--- src/rtl/reset_source_pkg.sv ---
// Shared types and constants for the reset request generator.
package reset_source_pkg;

  typedef enum logic [1:0] {
    IDLE  = 2'd0,
    PULSE = 2'd1,
    HOLD  = 2'd2
  } state_e;

  localparam int unsigned CAUSE_PIN = 0;
  localparam int unsigned CAUSE_SW  = 1;
  localparam int unsigned CAUSE_WDT = 2;
  localparam int unsigned CAUSE_POR = 3;

endpackage

--- src/rtl/reset_debounce.sv ---
// External reset pin: 2-flop synchronizer followed by a saturating low-sample counter.
// evt is a one-cycle registered pulse when the count saturates; low is the saturated level.
module reset_debounce #(
  parameter int unsigned DEBOUNCE_CYCLES = 16
) (
  input  logic clock,
  input  logic async_res,
  input  logic pin_resn,
  output logic evt,
  output logic low
);

  localparam int unsigned CW = $clog2(DEBOUNCE_CYCLES + 1);
  localparam logic [CW-1:0] CNT_MAX = CW'(DEBOUNCE_CYCLES);

  logic          sync1_q, sync2_q;
  logic [CW-1:0] cnt_q, cnt_d;
  logic          evt_q, evt_d;

  always_comb begin
    cnt_d = cnt_q;
    if (sync2_q) begin
      cnt_d = '0;
    end else if (cnt_q != CNT_MAX) begin
      cnt_d = cnt_q + CW'(1);
    end
    // Pulse only on the cycle the count first reaches saturation.
    evt_d = (cnt_d == CNT_MAX) && (cnt_q != CNT_MAX);
  end

  always_ff @(posedge clock or posedge async_res) begin
    if (async_res) begin
      sync1_q <= 1'b1;
      sync2_q <= 1'b1;
      cnt_q   <= '0;
      evt_q   <= 1'b0;
    end else begin
      sync1_q <= pin_resn;
      sync2_q <= sync1_q;
      cnt_q   <= cnt_d;
      evt_q   <= evt_d;
    end
  end

  assign evt = evt_q;
  assign low = (cnt_q == CNT_MAX);

endmodule

--- src/rtl/reset_source.sv ---
// Merges pin, software and watchdog reset sources into a fixed-width res_req pulse
// with a sticky cause register. Watchdog is built only when RESET_SOURCE_WDT_EN is defined.
module reset_source
  import reset_source_pkg::*;
#(
  parameter int unsigned DEBOUNCE_CYCLES = 16,
  parameter int unsigned PULSE_CYCLES    = 4,
  parameter int unsigned WDT_WIDTH       = 16
) (
  input  logic                 clock,
  input  logic                 async_res,
  input  logic                 pin_resn,
  input  logic                 sw_res,
  input  logic                 wdt_en,
  input  logic                 wdt_kick,
  input  logic [WDT_WIDTH-1:0] wdt_load,
  input  logic                 cause_clr,
  output logic                 res_req,
  output logic [3:0]           cause,
  output logic                 busy
);

  localparam int unsigned PCW = (PULSE_CYCLES > 1) ? $clog2(PULSE_CYCLES) : 1;
  localparam logic [PCW-1:0] PCNT_LOAD = PCW'(PULSE_CYCLES - 1);

  state_e         state_q, state_d;
  logic [PCW-1:0] pcnt_q, pcnt_d;
  logic           res_req_q, res_req_d;
  logic [3:0]     cause_q, cause_d;
  logic           pin_evt, pin_low, sw_evt, wdt_evt;

  reset_debounce #(
    .DEBOUNCE_CYCLES(DEBOUNCE_CYCLES)
  ) u_debounce (
    .clock    (clock),
    .async_res(async_res),
    .pin_resn (pin_resn),
    .evt      (pin_evt),
    .low      (pin_low)
  );

  assign sw_evt = sw_res && (state_q == IDLE);

`ifdef RESET_SOURCE_WDT_EN
  logic [WDT_WIDTH-1:0] wdt_cnt_q, wdt_cnt_d;
  logic                 wdt_en_q;

  always_comb begin
    wdt_cnt_d = wdt_cnt_q;
    wdt_evt   = 1'b0;
    // Load on enable rise or kick takes priority over the terminal count.
    if ((wdt_en && !wdt_en_q) || wdt_kick) begin
      wdt_cnt_d = wdt_load;
    end else if (wdt_en && (wdt_cnt_q != '0)) begin
      if (wdt_cnt_q == WDT_WIDTH'(1)) begin
        wdt_evt   = 1'b1;
        wdt_cnt_d = wdt_load;
      end else begin
        wdt_cnt_d = wdt_cnt_q - WDT_WIDTH'(1);
      end
    end
  end

  always_ff @(posedge clock or posedge async_res) begin
    if (async_res) begin
      wdt_cnt_q <= '0;
      wdt_en_q  <= 1'b0;
    end else begin
      wdt_cnt_q <= wdt_cnt_d;
      wdt_en_q  <= wdt_en;
    end
  end
`else
  logic wdt_unused;
  assign wdt_unused = ^{wdt_en, wdt_kick, wdt_load};
  assign wdt_evt    = 1'b0;
`endif

  always_comb begin
    state_d = state_q;
    pcnt_d  = pcnt_q;
    unique case (state_q)
      IDLE: begin
        if (pin_evt || sw_evt || wdt_evt) begin
          state_d = PULSE;
          pcnt_d  = PCNT_LOAD;
        end
      end
      PULSE: begin
        if (pcnt_q == '0) begin
          state_d = HOLD;
        end else begin
          pcnt_d = pcnt_q - PCW'(1);
        end
      end
      HOLD: begin
        if (!pin_low && !sw_res) begin
          state_d = IDLE;
        end
      end
      default: state_d = IDLE;
    endcase
    res_req_d = (state_d == PULSE);
  end

  always_comb begin
    cause_d = cause_q;
    if (cause_clr) begin
      cause_d[2:0] = '0;
      if (state_q == IDLE) begin
        cause_d[CAUSE_POR] = 1'b0;
      end
    end
    // Events are applied after the clear so a coincident event wins.
    if (pin_evt) cause_d[CAUSE_PIN] = 1'b1;
    if (sw_evt)  cause_d[CAUSE_SW]  = 1'b1;
    if (wdt_evt) cause_d[CAUSE_WDT] = 1'b1;
  end

  always_ff @(posedge clock or posedge async_res) begin
    if (async_res) begin
      state_q   <= IDLE;
      pcnt_q    <= '0;
      res_req_q <= 1'b0;
      cause_q   <= 4'b1000;
    end else begin
      state_q   <= state_d;
      pcnt_q    <= pcnt_d;
      res_req_q <= res_req_d;
      cause_q   <= cause_d;
    end
  end

  assign res_req = res_req_q;
  assign cause   = cause_q;
  assign busy    = (state_q != IDLE);

endmodule

--- config.mk ---
export PLATFORM = sky130hd
export DESIGN_NAME = reset_source
export DESIGN_NICKNAME = d
export VERILOG_FILES = /design/src/rtl/reset_source_pkg.sv /design/src/rtl/reset_debounce.sv /design/src/rtl/reset_source.sv
export SDC_FILE = /design/constraint.sdc
export NUM_CORES = 1
export LEC_CHECK = 0
export CAP_MARGIN = 5
export CORE_UTILIZATION = 41
export DETAILED_ROUTE_END_ITERATION = 12
export PLACE_DENSITY = 0.8
export SLEW_MARGIN = 20
export SYNTH_ARGS = -nofsm -noshare
export SYNTH_HDL_FRONTEND = slang
export SYNTH_SLANG_ARGS = --single-unit
--- constraint.sdc ---
create_clock -name clock -period 2.4 [get_ports clock]
set_clock_uncertainty 0.2 [all_clocks]
set_input_delay 0.24 -clock clock [delete_from_list [all_inputs] [get_ports clock]]
set_output_delay 0.24 -clock clock [all_outputs]
set_load 0.005 [all_outputs]
==> flow_results.org, run 1 <==
** Floorplanning
- Height of the chip :: about 45 um
- Initial core utilization :: 43.6%
- I/O pin count :: 29
- Area of the core region :: 0.00171 mm2
- Num rows :: 15
- The die covers 0.00199 mm2.
- Die width :: 44.6 um

** Timing
- The tightest hold path in the finished design has a slack of 0.0980 ns.
- In this run the tightest slew margin relative to its limit is 61.9%.
- For the pin with the worst max-slew slack, the measured transition is 0.571 ns.
- The number of max-slew violations in the final report is 0.
- Highest clock frequency the design can meet :: 524 MHz
- Number of failing hold endpoints at the final stage :: 0
- In the finished design, the share of the clock period the worst path needs comes to about 79%.
- The clock period could shrink to around 1.9 ns.
- Final setup viols :: 0
- Unrepaired setup endpoints after global routing :: false
- For the final routed database, the setup TNS stands at 0 ns.

** Global route
- Total global routing track utilization :: 14.5%
- Grt ovf :: 0
- Via count of the first global-routing pass :: 528
- The number of antenna violations at the first check in global routing is 0.
- Entering global routing, the biggest net connects 17 pins.
- Global-route wire length before repair :: 2060 um

** Cells and area
- In the layout the commonest cells are sky130_fd_sc_hd__dfrtp_1, sky130_fd_sc_hd__clkdlybuf4s50_1, sky130_fd_sc_hd__inv_1, sky130_fd_sc_hd__nor2_1.
- Final Net Count :: between 100 and 150
- From synthesis to final layout, the design area changed by 20.2%.
- Most frequent standard cell in the layout excluding fill and tap cells :: sky130_fd_sc_hd__dfrtp_1
- The number of antenna diodes in the final layout is 0.
- The post-route netlist has 13.0% of its cells at a drive strength greater than 1.
- Post-route standard cell area excluding fillers :: 895 um2

** Clock network
- After clock tree synthesis, the clock-pin slew on the worst setup and hold paths is 0.09 ns.
- Setup bufs post-CTS :: 0
- Clock network latency to the later pin of the worst-skew pair :: 0.28 ns
- # clock sinks :: 16
- TritonCTS built the clock tree.
- Maximum level of the CTS H-tree :: 1
- After clock tree synthesis, the repair step resized 0 gates.
- In this run the deepest clock path goes through 2 buffers.
- After clock tree synthesis, the flow added hold-fix buffers numbering 0.
- CTS Root Cell :: sky130_fd_sc_hd__clkbuf_4
- In this run, CTS created clock tree buffers numbering 3.

** Job
- Max Cap Viol :: 0

** Synthesis
- Each instance of the synthesized netlist takes up on average 11.5 um2.
- Xor and xnor fraction of the mapped netlist area :: 5.88%
- After synthesis, flip-flops and latches occupy 54.3% of the total area.
- Number of synthesized register bits :: 16
- Number of warning messages in the yosys log :: 0
- Leading register cell type out of synthesis :: sky130_fd_sc_hd__dfrtp_1
- EDFF count, synth :: 0
- In this run, distinct cell masters in the synthesized netlist total 27.
- Post-synthesis adder-cell area fraction :: a little over 5%
- Number of instances in the synthesized netlist :: 65
- When the netlist entered floorplanning its net count stood at 91.
- Total standard cell area after synthesis :: 744 um2
- Share of synthesized area spent on multiplexers :: 4.20%
- The synthesized netlist devotes between 10% and 20% of its cell area to simple gates.
- By area, the combinational part of the netlist is dominated by simple AND/OR/NAND/NOR gates.
- The synthesized netlist devotes 8.24% of its cell area to compound gates.
- After synthesis, the share of flip-flops with an asynchronous set or reset is 100%.

** Drt
- DR WL/cell :: 10.6 um
- First-iteration detailed-routing DRC count :: 3
- Detailed routing inserted a total of ~500 vias.
- Count of nets left with antenna violations after detail routing :: 0
- The first detailed-routing pass ran for 2 iterations.
- For this block, the routed nets add up to around 1100 um of wire.
- Number of vias per cell after detailed routing :: 4.92
- After detailed routing, the number of remaining DRC violations is 0.

** Critical path
- CP cell instances :: inv_1, ha_1, nor4bb_1, buf_4, mux2i_1, nor2_1
- The worst setup path is captured at a flop.
- Biggest cell delay along the critical path :: approximately 0.44 ns
- STA classifies the critical path startpoint as a flop.
- The critical path is of the reg2reg type.
- Maximum fanout along the worst path :: 5
- Arrival time of the worst setup path :: ~1.9 ns
- Reg2Reg Launch Point :: u_debounce.cnt_q[0]
- Data required time at the worst endpoint :: 2.38 ns
- Crit-path slowest cell :: sky130_fd_sc_hd__nor4bb_1
- CP startpoint :: u_debounce.cnt_q[0]

** Run status
- Status :: finished clean

** Power and ir drop
- Summed over all cells, the static leakage comes to 0.422 nW.
- Power after layout :: 0.769 mW
- Maximum vdd drop :: between 600 and 700 uV
- Power spread over the standard cell area amounts to 860 mW/mm2.

** Place
- The congestion estimate from routability-driven global placement came to 0.793.
- After detailed placement, the total cell area comes to 858 um2.
- Port Buf Inserts :: 9

** Min path
- The tightest min-delay check is of the in2async type.
[report_power, final]
group / leakage, nW / internal [mW] / total [mW] / switching, mW
Clock: 0.0210 / 0.0923 / 0.178 / 0.0860
Sequential: 0.197 / 0.327 / 0.370 / 0.0437
Combinational: 0.204 / 0.129 / 0.220 / 0.0910
[Yosys cell counts (2+ instances only)]
cell type / n / share of area [%]
sky130_fd_sc_hd__nand2_1: 2 / 1.0
sky130_fd_sc_hd__mux2i_1: 2 / 2.7
sky130_fd_sc_hd__ha_1: 3 / 5.0
sky130_fd_sc_hd__inv_1: 8 / 4.0
sky130_fd_sc_hd__a21o_1: 2 / 2.0
sky130_fd_sc_hd__xnor2_1: 2 / 2.4
sky130_fd_sc_hd__dfrtp_1: 13 / 44
sky130_fd_sc_hd__nor3_1: 2 / 1.3
sky130_fd_sc_hd__nand3_1: 2 / 1.3
sky130_fd_sc_hd__xor2_1: 3 / 3.5
sky130_fd_sc_hd__nor3b_1: 2 / 2.0
sky130_fd_sc_hd__dfstp_2: 3 / 11
sky130_fd_sc_hd__buf_4: 2 / 2.0
sky130_fd_sc_hd__nor2_1: 6 / 3.0
[routing by layer]
layer	wire, um	GRT usage, %
met5	0	0
met4	11	9.09
met3	27	3.67
met2	544	24.1
met1	499	16.7
[worst max-delay path: cells and delay by family (launching register included)]
kind | cells | cell delay [ns]
flip-flops | 1 | 0.43
buffers and inverters | 2 | 0.34
multiplexers | 1 | 0.19
AND/OR/NAND/NOR | 2 | 0.50
adder cells (fa/ha/maj) | 1 | 0.16
[state kept, by name, summed over array words and instances, names as in the netlist]
name,count
u_debounce.evt,1
u_debounce.sync2_q,1
u_debounce.cnt_q,5
res_req,1
state_q,2
pcnt_q,2
u_debounce.sync1_q,1
cause,3
[kinds of logic (layout without fill, tap and decap cells)]
| group | Yosys count | count (layout) |
|---|---|---|
| XOR/XNOR | 5 | 5 |
| multiplexers | 3 | 3 |
| AO/OA/AOI/OAI | 8 | 8 |
| adder cells (fa/ha/maj) | 3 | 3 |
| other | 1 | 1 |
| flip-flops | 16 | 16 |
| buffers and inverters | 10 | 22 |
| AND/OR/NAND/NOR | 19 | 19 |
[through the flow]
| step | setup slack [ns] | instances | utilization [%] |
|---|---|---|---|
| finish | 0.493 | 102 | 52.4 |
| global route | 0.367 | 102 | 52.4 |
| CTS | 0.477 | 102 | 52.4 |
| detailed placement | 0.499 | 98 | 50.3 |
| global placement | 0.566 | 98 | 50.3 |
| floorplan | 0.756 | 65 | - |
[cell type report]
type	instances	area, um2
clock buffer	4	36.3
sequential	16	404
multi-input combinational	39	295
inverter	8	30.0
fill	158	813
tap	25	31.3
timing repair buffer	10	97.6
[final timing paths]
kind,cells after the start,endpoint,slack [ns]
setup / recovery,6,u_debounce.cnt_q[1],0.49
hold / removal,2,u_debounce.cnt_q[1],0.1
setup reg to reg,6,u_debounce.cnt_q[1],0.49
hold reg to reg,0,u_debounce.sync2_q,0.16
max in group asynchronous,2,cause[3],1.53
min in group clock,1,u_debounce.sync1_q,0.15
Power figures use the tool's default switching activity.
==> run 2, diff against run 1 <==
==> constraint.sdc (replaced) <==
create_clock -name clock -period 1.95 [get_ports clock]
set_clock_uncertainty 0.2 [all_clocks]
set_input_delay 0.195 -clock clock [delete_from_list [all_inputs] [get_ports clock]]
set_output_delay 0.195 -clock clock [all_outputs]
set_load 0.005 [all_outputs]
==> run 2 against run 1 <==
Sequential power is 22% higher. Sequential share of layout area fell by 0.38 points. First-iteration DRC count grew 33%. Design area grew 0.84%. Combinational power increased by 25%. Via count shrank 3.6%. Maximum frequency is 4.2% higher. Global-route usage fell by 0.49 points. Final cell count rose by 0.98%. Core utilization up 0.44 points. Worst setup slack worse by 0.37 ns. Critical path type unchanged. Highest routed layer unchanged.
==> flow_results.org, run 2 (synthesis results as in run 1) <==
** Cells and area
- Post-route standard cell area excluding fillers :: 902 um2 (+0.84%)
- Flip-flop count of the largest register after layout :: 5 (unchanged)
- The final-stage net count came to 105 (+0.96%).
- Most used cells in the layout excluding fill and tap cells :: sky130_fd_sc_hd__dfrtp_1, sky130_fd_sc_hd__clkdlybuf4s50_1, sky130_fd_sc_hd__inv_1, sky130_fd_sc_hd__nor2_1
- Ranked by flip-flop count, first place goes to u_debounce.cnt_q.
- Most frequent standard cell in the layout excluding fill and tap cells :: sky130_fd_sc_hd__dfrtp_1
- From synthesis to final layout, the design area changed by 21.2%.
- Number of diodes added for antenna fixing :: 0 (unchanged)
- Share of cells above drive strength 1 :: 14.1% (+1.1 points)

** Clock network
- PostCTS Resize Cnt :: 0 (unchanged)
- In this run the clock root is driven by a sky130_fd_sc_hd__clkbuf_4.
- The number of buffers created by CTS was 3 (unchanged).
- Clock network latency to the later pin of the worst-skew pair :: 0.28 ns (about the same)
- # clock sinks :: 16 (unchanged)
- The buffer depth of the longest clock path is 2 (unchanged).
- The H-tree level count is 1 (unchanged).
- TritonCTS built the clock tree.
- Hold buffers post-CTS :: 0 (unchanged)
- Setup bufs post-CTS :: 0 (unchanged)
- The clock edge transition at the registers on the reported setup and hold paths was 0.09 ns (about the same).

** Critical path
- Arrival time of the worst setup path :: 1.80 ns (-0.09 ns)
- Reg2Reg Launch Point :: u_debounce.cnt_q[1]
- The worst setup path is captured at a flop.
- Category of the critical setup timing path :: reg2reg
- STA classifies the critical path startpoint as a flop.
- Maximum fanout along the worst path :: 5 (unchanged)
- The required time of the worst setup path was 1.91 ns (-0.47 ns).
- CP startpoint :: u_debounce.cnt_q[1]

** Timing
- The total count of hold-check failures in the final report came to 0 (unchanged).
- The final cycle utilization of the critical path came to 93.9% (+14 points).
- Headroom to the max-slew limit :: 61.1% (-0.73 points)
- The post-route setup TNS was 0 ns (unchanged).
- Final period demand of the worst path :: 1.83 ns (-0.0761 ns)
- Highest clock frequency the design can meet :: 546 MHz (+4.2%)
- The slew of the pin with the lowest slew margin came to 0.582 ns (+0.0110 ns).
- Final setup viols :: 0 (unchanged)
- The number of max-slew violations in the final report was 0 (unchanged).
- Unrepaired setup endpoints after global routing :: false

** Drt
- The total via count after detailed routing came to 484 (-3.6%).
- The DRC marker count from the first detailed-route iteration is 4 (+1).
- DR WL/cell :: 10.1 um (-5.1%)
- The length of the first detailed-routing pass in iterations was 3 (+1).
- The remaining routing DRC violations was 0 (unchanged).
- Number of vias per cell after detailed routing :: 4.70 (-4.5%)
- Count of nets left with antenna violations after detail routing :: 0 (unchanged)
- Total detailed-routing wirelength :: 1040 um (-4.2%)

** Floorplanning
- The overall die area came to 0.00199 mm2 (unchanged).
- The initial core utilization was 43.6% (unchanged).
- The total I/O pin count was 29 (unchanged).
- The core area was 0.00171 mm2 (unchanged).
- Height of the chip :: 44.6 um (unchanged)
- The number of rows created at floorplan came to 15 (unchanged).
- The width of the die was 44.6 um (unchanged).

** Place
- The routability congestion estimate is 0.794 (+0.11%).
- Detailed placement ended at an HPWL of 811 um.
- Cell area reported after detailed placement :: 866 um2 (+0.87%)
- The quantity of I/O buffers inserted on ports was 9 (unchanged).

** Global route
- The sum of overflow across all layers after global routing came to 0 (unchanged).
- The number of global-route vias before repair is 441 (-16%).
- Global-route wire length before repair :: 1970 um (-4.0%)
- The largest net degree at the start of global routing came to 17 (unchanged).
- Number of antenna violations at the first check in global routing :: 0 (unchanged)
- The overall fraction of global-route tracks in use is 14.1% (-0.49 points).

** Power and ir drop
- The power density over cell area was 1040 mW/mm2 (+21%).
- The leakage power summed over all cells was 0.427 nW (+1.2%).
- The worst voltage drop across the vdd grid is 746 uV (+11%).

** Job
- The max capacitance violation total was 0 (unchanged).

** Run status
- The run finished with clean final reports.

** Min path
- In this run the worst hold path is classified as in2async.
==> run 2: cell types whose count changed in the layout (fill, tap and decap cells not counted), sizes merged <==
cell / previous run / this run
buf: 1 / 2
==> run 2: layer usage <==
metal	track usage [%]	vias to the layer above	routed length (um)
li1	-	239	-
met1	18.8	235	485
met2	20.9	8	488
met3	6.12	2	47
met4	3.64	0	15
met5	0	-	0
==> run 2: stage by stage <==
step | hold slack (ns) | setup WS [ns] | cells | total power [mW] | utilization, %
3_5_place_dp | 0.151 | 0.155 | 99 | 0.740 | 50.7
6_report | 0.0650 | 0.119 | 103 | 0.935 | 52.8
2_1_floorplan | -0.0934 | 0.306 | 65 | 0.630 | -
5_1_grt | 0.118 | 0.00583 | 103 | 1.01 | 52.8
4_1_cts | 0.0788 | 0.116 | 103 | 0.954 | 52.8
3_3_place_gp | 0.147 | 0.155 | 99 | 0.727 | 50.7
==> run 2: final cells by class <==
type / instances / area [um2]
sequential: 16 / 404
inverter: 8 / 30.0
fill: 148 / 806
multi-input combinational: 39 / 295
tap: 25 / 31.3
clock buffer: 4 / 36.3
timing repair buffer: 11 / 105
==> run 2: power breakdown <==
group          leakage, nW  internal [mW]  switching (mW)
sequential           0.197          0.402          0.0509
clock               0.0210          0.114          0.0926
combinational        0.209          0.161           0.114
total                0.427          0.677           0.258
==> run 2: path summary, 6_finish.rpt <==
path / depth (start not counted) / slack [ns] / end
setup / recovery: 6 / 0.12 / u_debounce.cnt_q[1]
hold / removal: 2 / 0.07 / u_debounce.cnt_q[2]
setup reg to reg: 6 / 0.12 / u_debounce.cnt_q[1]
hold reg to reg: 0 / 0.16 / u_debounce.sync2_q
max in group asynchronous: 2 / 1.10 / pcnt_q[0]
min in group clock: 1 / 0.13 / u_debounce.sync1_q
==> run 2: worst max-delay path, stage by stage, from the launching register on <==
cell and delay, ns:
sky130_fd_sc_hd__dfrtp_1 0.43, sky130_fd_sc_hd__inv_1 0.07, sky130_fd_sc_hd__ha_1 0.14, sky130_fd_sc_hd__nor4bb_1 0.43
sky130_fd_sc_hd__buf_4 0.22, sky130_fd_sc_hd__mux2i_1 0.18, sky130_fd_sc_hd__nor2_1 0.05
==> run 3, diff against run 2 <==
--- a/config.mk
+++ b/config.mk
@@ -6,6 +6,7 @@
 export NUM_CORES = 1
 export LEC_CHECK = 0
 export CAP_MARGIN = 5
+export CORE_MARGIN = 4
 export CORE_UTILIZATION = 41
 export DETAILED_ROUTE_END_ITERATION = 12
 export PLACE_DENSITY = 0.8
==> run 3 against run 2 <==
Non-clock buffer count decreased by 1. First-iteration DRC count unchanged. Sequential cell count unchanged. Register-to-register slack improved by 0.05 ns. Core utilization decreased by 0.72 points. Hold slack got worse by 0.00084 ns. Design area decreased by 0.28%. Largest cell class unchanged.
==> flow_results.org, run 3 (synthesis results as in run 1) <==
** Timing
- The final period demand of the worst path came to 1.81 ns (-0.0178 ns).
- Setup repair after global routing left no endpoint under its margin.
- Transition at the pin with the smallest max-transition slack :: 0.577 ns (-0.00566 ns)
- The relative slew slack came to 61.5% (+0.38 points).
- Final worst slack :: 0.137 ns (+0.0178 ns)
- Final Cycle Share :: 93.0% (-0.91 points)
- The post-route setup TNS is 0 ns (unchanged).
- The number of max-slew violations in the final report was 0 (unchanged).
- Highest clock frequency the design can meet :: 551 MHz (+0.98%)
- The total count of hold-check failures in the final report is 0 (unchanged).
- Final setup viols :: 0 (unchanged)
- The hold slack was 0.0642 ns (-0.000838 ns).

** Drt
- First-iteration detailed-routing DRC count :: 4 (unchanged)
- The detailed-route vias per instance is 4.61 (-1.9%).
- The routed wirelength normalized by instance count came to 11.3 um (+13%).
- The overall routed net length was 1160 um (+11%).
- The total via count after detailed routing is 470 (-2.9%).
- Pre-Repair DR Iteration Count :: 2 (-1)
- Count of nets left with antenna violations after detail routing :: 0 (unchanged)
- DRC violations left :: 0 (unchanged)

** Power and ir drop
- Power dissipated by switching net loads :: 0.270 mW (+4.8%)
- Register share of total power :: 49.8% (+1.3 points)
- Clock power share :: 19.6% (-2.5 points)
- The switching power as a share of total power is 29.6% (+2.0 points).
- Share of total power in combinational logic :: 30.6% (+1.1 points)
- P per Cell Area :: 1010 mW/mm2 (-2.1%)
- The worst voltage drop across the vdd grid was 629 uV (-16%).
- The leakage power summed over all cells is 0.418 nW (-2.2%).
- Cell internal pwr :: 0.643 mW (-5.0%)

** Critical path
- The critical path is of the reg2out type.
- The minimum setup slack among reg-to-reg paths came to 0.17 ns (+0.05 ns).
- The data arrival time of the critical path is 1.42 ns (-0.38 ns).
- The worst reg2reg path depth is 6 (unchanged).
- Data required time at the worst endpoint :: 1.55 ns (-0.36 ns)
- Maximum fanout along the worst path :: 6 (+1)
- The worst register-to-register path ends at u_debounce.cnt_q[1].
- The startpoint identified for the worst register-to-register timing path is u_debounce.cnt_q[0].
- CP Launch Type :: flop
- Kind of end point of the critical path :: primary output

** Cells and area
- Register Area :: 404 um2 (unchanged)
- The top cell types in the final layout, fill and taps aside, are sky130_fd_sc_hd__dfrtp_1, sky130_fd_sc_hd__clkdlybuf4s50_1, sky130_fd_sc_hd__inv_1, sky130_fd_sc_hd__nor2_1.
- Multi-input gate area in the final layout :: 310 um2 (+5.1%)
- The fraction of the core area covered by cells at the end of the flow was 52.1% (-0.72 points).
- Compared with the post-synthesis result, the final layout area differs by 20.8%.
- Counting flops per register, the top entry is u_debounce.cnt_q.
- Number of diodes added for antenna fixing :: 0 (unchanged)
- Flip-flop count of the largest register after layout :: 5 (unchanged)
- The number of filler cells placed in the layout is 163 (+10%).
- Share of cells above drive strength 1 :: 13.0% (-1.1 points)
- Most frequent standard cell in the layout excluding fill and tap cells :: sky130_fd_sc_hd__dfrtp_1
- The final-stage net count came to 104 (-0.95%).

** Clock network
- The clock latency reported for the late side of the worst-skew pair came to 0.28 ns (about the same).
- Clock transition at the registers of the reported paths :: 0.09 ns (about the same)
- The number of buffers created by CTS came to 3 (unchanged).
- The buffer depth of the longest clock path came to 2 (unchanged).
- CTS tree :: yes
- In this run the clock root is driven by a sky130_fd_sc_hd__clkbuf_4.
- Maximum level of the CTS H-tree :: 1 (unchanged)
- # clock sinks :: 16 (unchanged)

** Global route
- The overall fraction of global-route tracks in use was 10.4% (-3.7 points).
- Number of antenna violations at the first check in global routing :: 0 (unchanged)
- Global-route wire length before repair :: 2030 um (+2.8%)
- The number of global-route vias before repair came to 475 (+7.7%).
- The largest net degree at the start of global routing came to 17 (unchanged).
- The sum of overflow across all layers after global routing came to 0 (unchanged).

** Floorplanning
- The initial core utilization was 43.1% (-0.47 points).
- The core area came to 0.00173 mm2 (+1.1%).
- I/O pin count :: 29 (unchanged)
- The vertical die dimension was 50.6 um (+13%).
- The overall die area was 0.00256 mm2 (+29%).
- Num rows :: 15 (unchanged)
- Die width :: 50.6 um (+13%)

** Place
- The quantity of I/O buffers inserted on ports was 9 (unchanged).
- Final Wtd Congestion :: 0.786 (-1.0%)
- Post-place setup slack :: 0.0757 ns (-0.0798 ns)
- Sum of net half-perimeters after detailed placement :: 829 um (+2.1%)

** Min path
- Worst hold path class :: in2async

** Run status
- Status :: finished clean

** Job
- The max capacitance violation total came to 0 (unchanged).
run 3: cell types whose count changed in the layout (fill, tap and decap cells not counted), sizes merged:
cell / previous run / this run
buf: 2 / 1
run 3: power by group through the flow:
stage,Clock (mW),Combinational (mW),Sequential [mW]
after floorplan,0,0.177,0.453
after global placement,0,0.266,0.457
after detailed placement,0,0.279,0.460
after CTS,0.185,0.283,0.454
after global routing,0.196,0.316,0.467
final,0.179,0.280,0.454
run 3: final cells by class:
cell class	instances	share of cell area, %
flip-flops and latches	16	44.9
multi-input cells	39	34.5
repair buffers	10	10.8
well taps	25	3.48
inverters	8	3.34
clock buffers	4	2.92
run 3: timing repair:
action,CTS,global route
setup buffers,0,0
endpoints found under the setup margin,0,4
gates resized for setup,0,2
hold buffers,0,0
run 3: per-stage QoR:
stage | std cells | instance area (um2) | total power [mW]
2_1_floorplan | 65 | 744 | 0.630
3_3_place_gp | 98 | 858 | 0.723
3_5_place_dp | 98 | 858 | 0.739
4_1_cts | 102 | 885 | 0.922
5_1_grt | 102 | 900 | 0.979
6_report | 102 | 900 | 0.913
run 3: worst max-delay path: stages (launching register included):
cell                              delay (ns)
sky130_fd_sc_hd__dfrtp_1                0.45
sky130_fd_sc_hd__nor2_1                 0.20
sky130_fd_sc_hd__inv_1                  0.06
sky130_fd_sc_hd__clkdlybuf4s50_1        0.44
run 3: worst max-delay path by stage:
stage,startpoint,end,slack [ns],cells past startpoint
floorplan,u_debounce.cnt_q[0],u_debounce.evt,0.31,6
global placement,u_debounce.cnt_q[0],u_debounce.cnt_q[1],0.13,6
detailed placement,u_debounce.cnt_q[0],u_debounce.cnt_q[1],0.08,6
CTS,u_debounce.cnt_q[0],u_debounce.cnt_q[1],0.06,6
global route,u_debounce.cnt_q[0],u_debounce.cnt_q[1],0.007,6
finish,state_q[1],busy,0.14,3
run 3: routing by layer:
layer  vias up  share of wire, %  track usage, %
met5         -                 0               0
met4         0                 0            2.69
met3         0               4.4            2.67
met2        10                45            15.4
met1       222                51            15.0
li1        238                 -               -
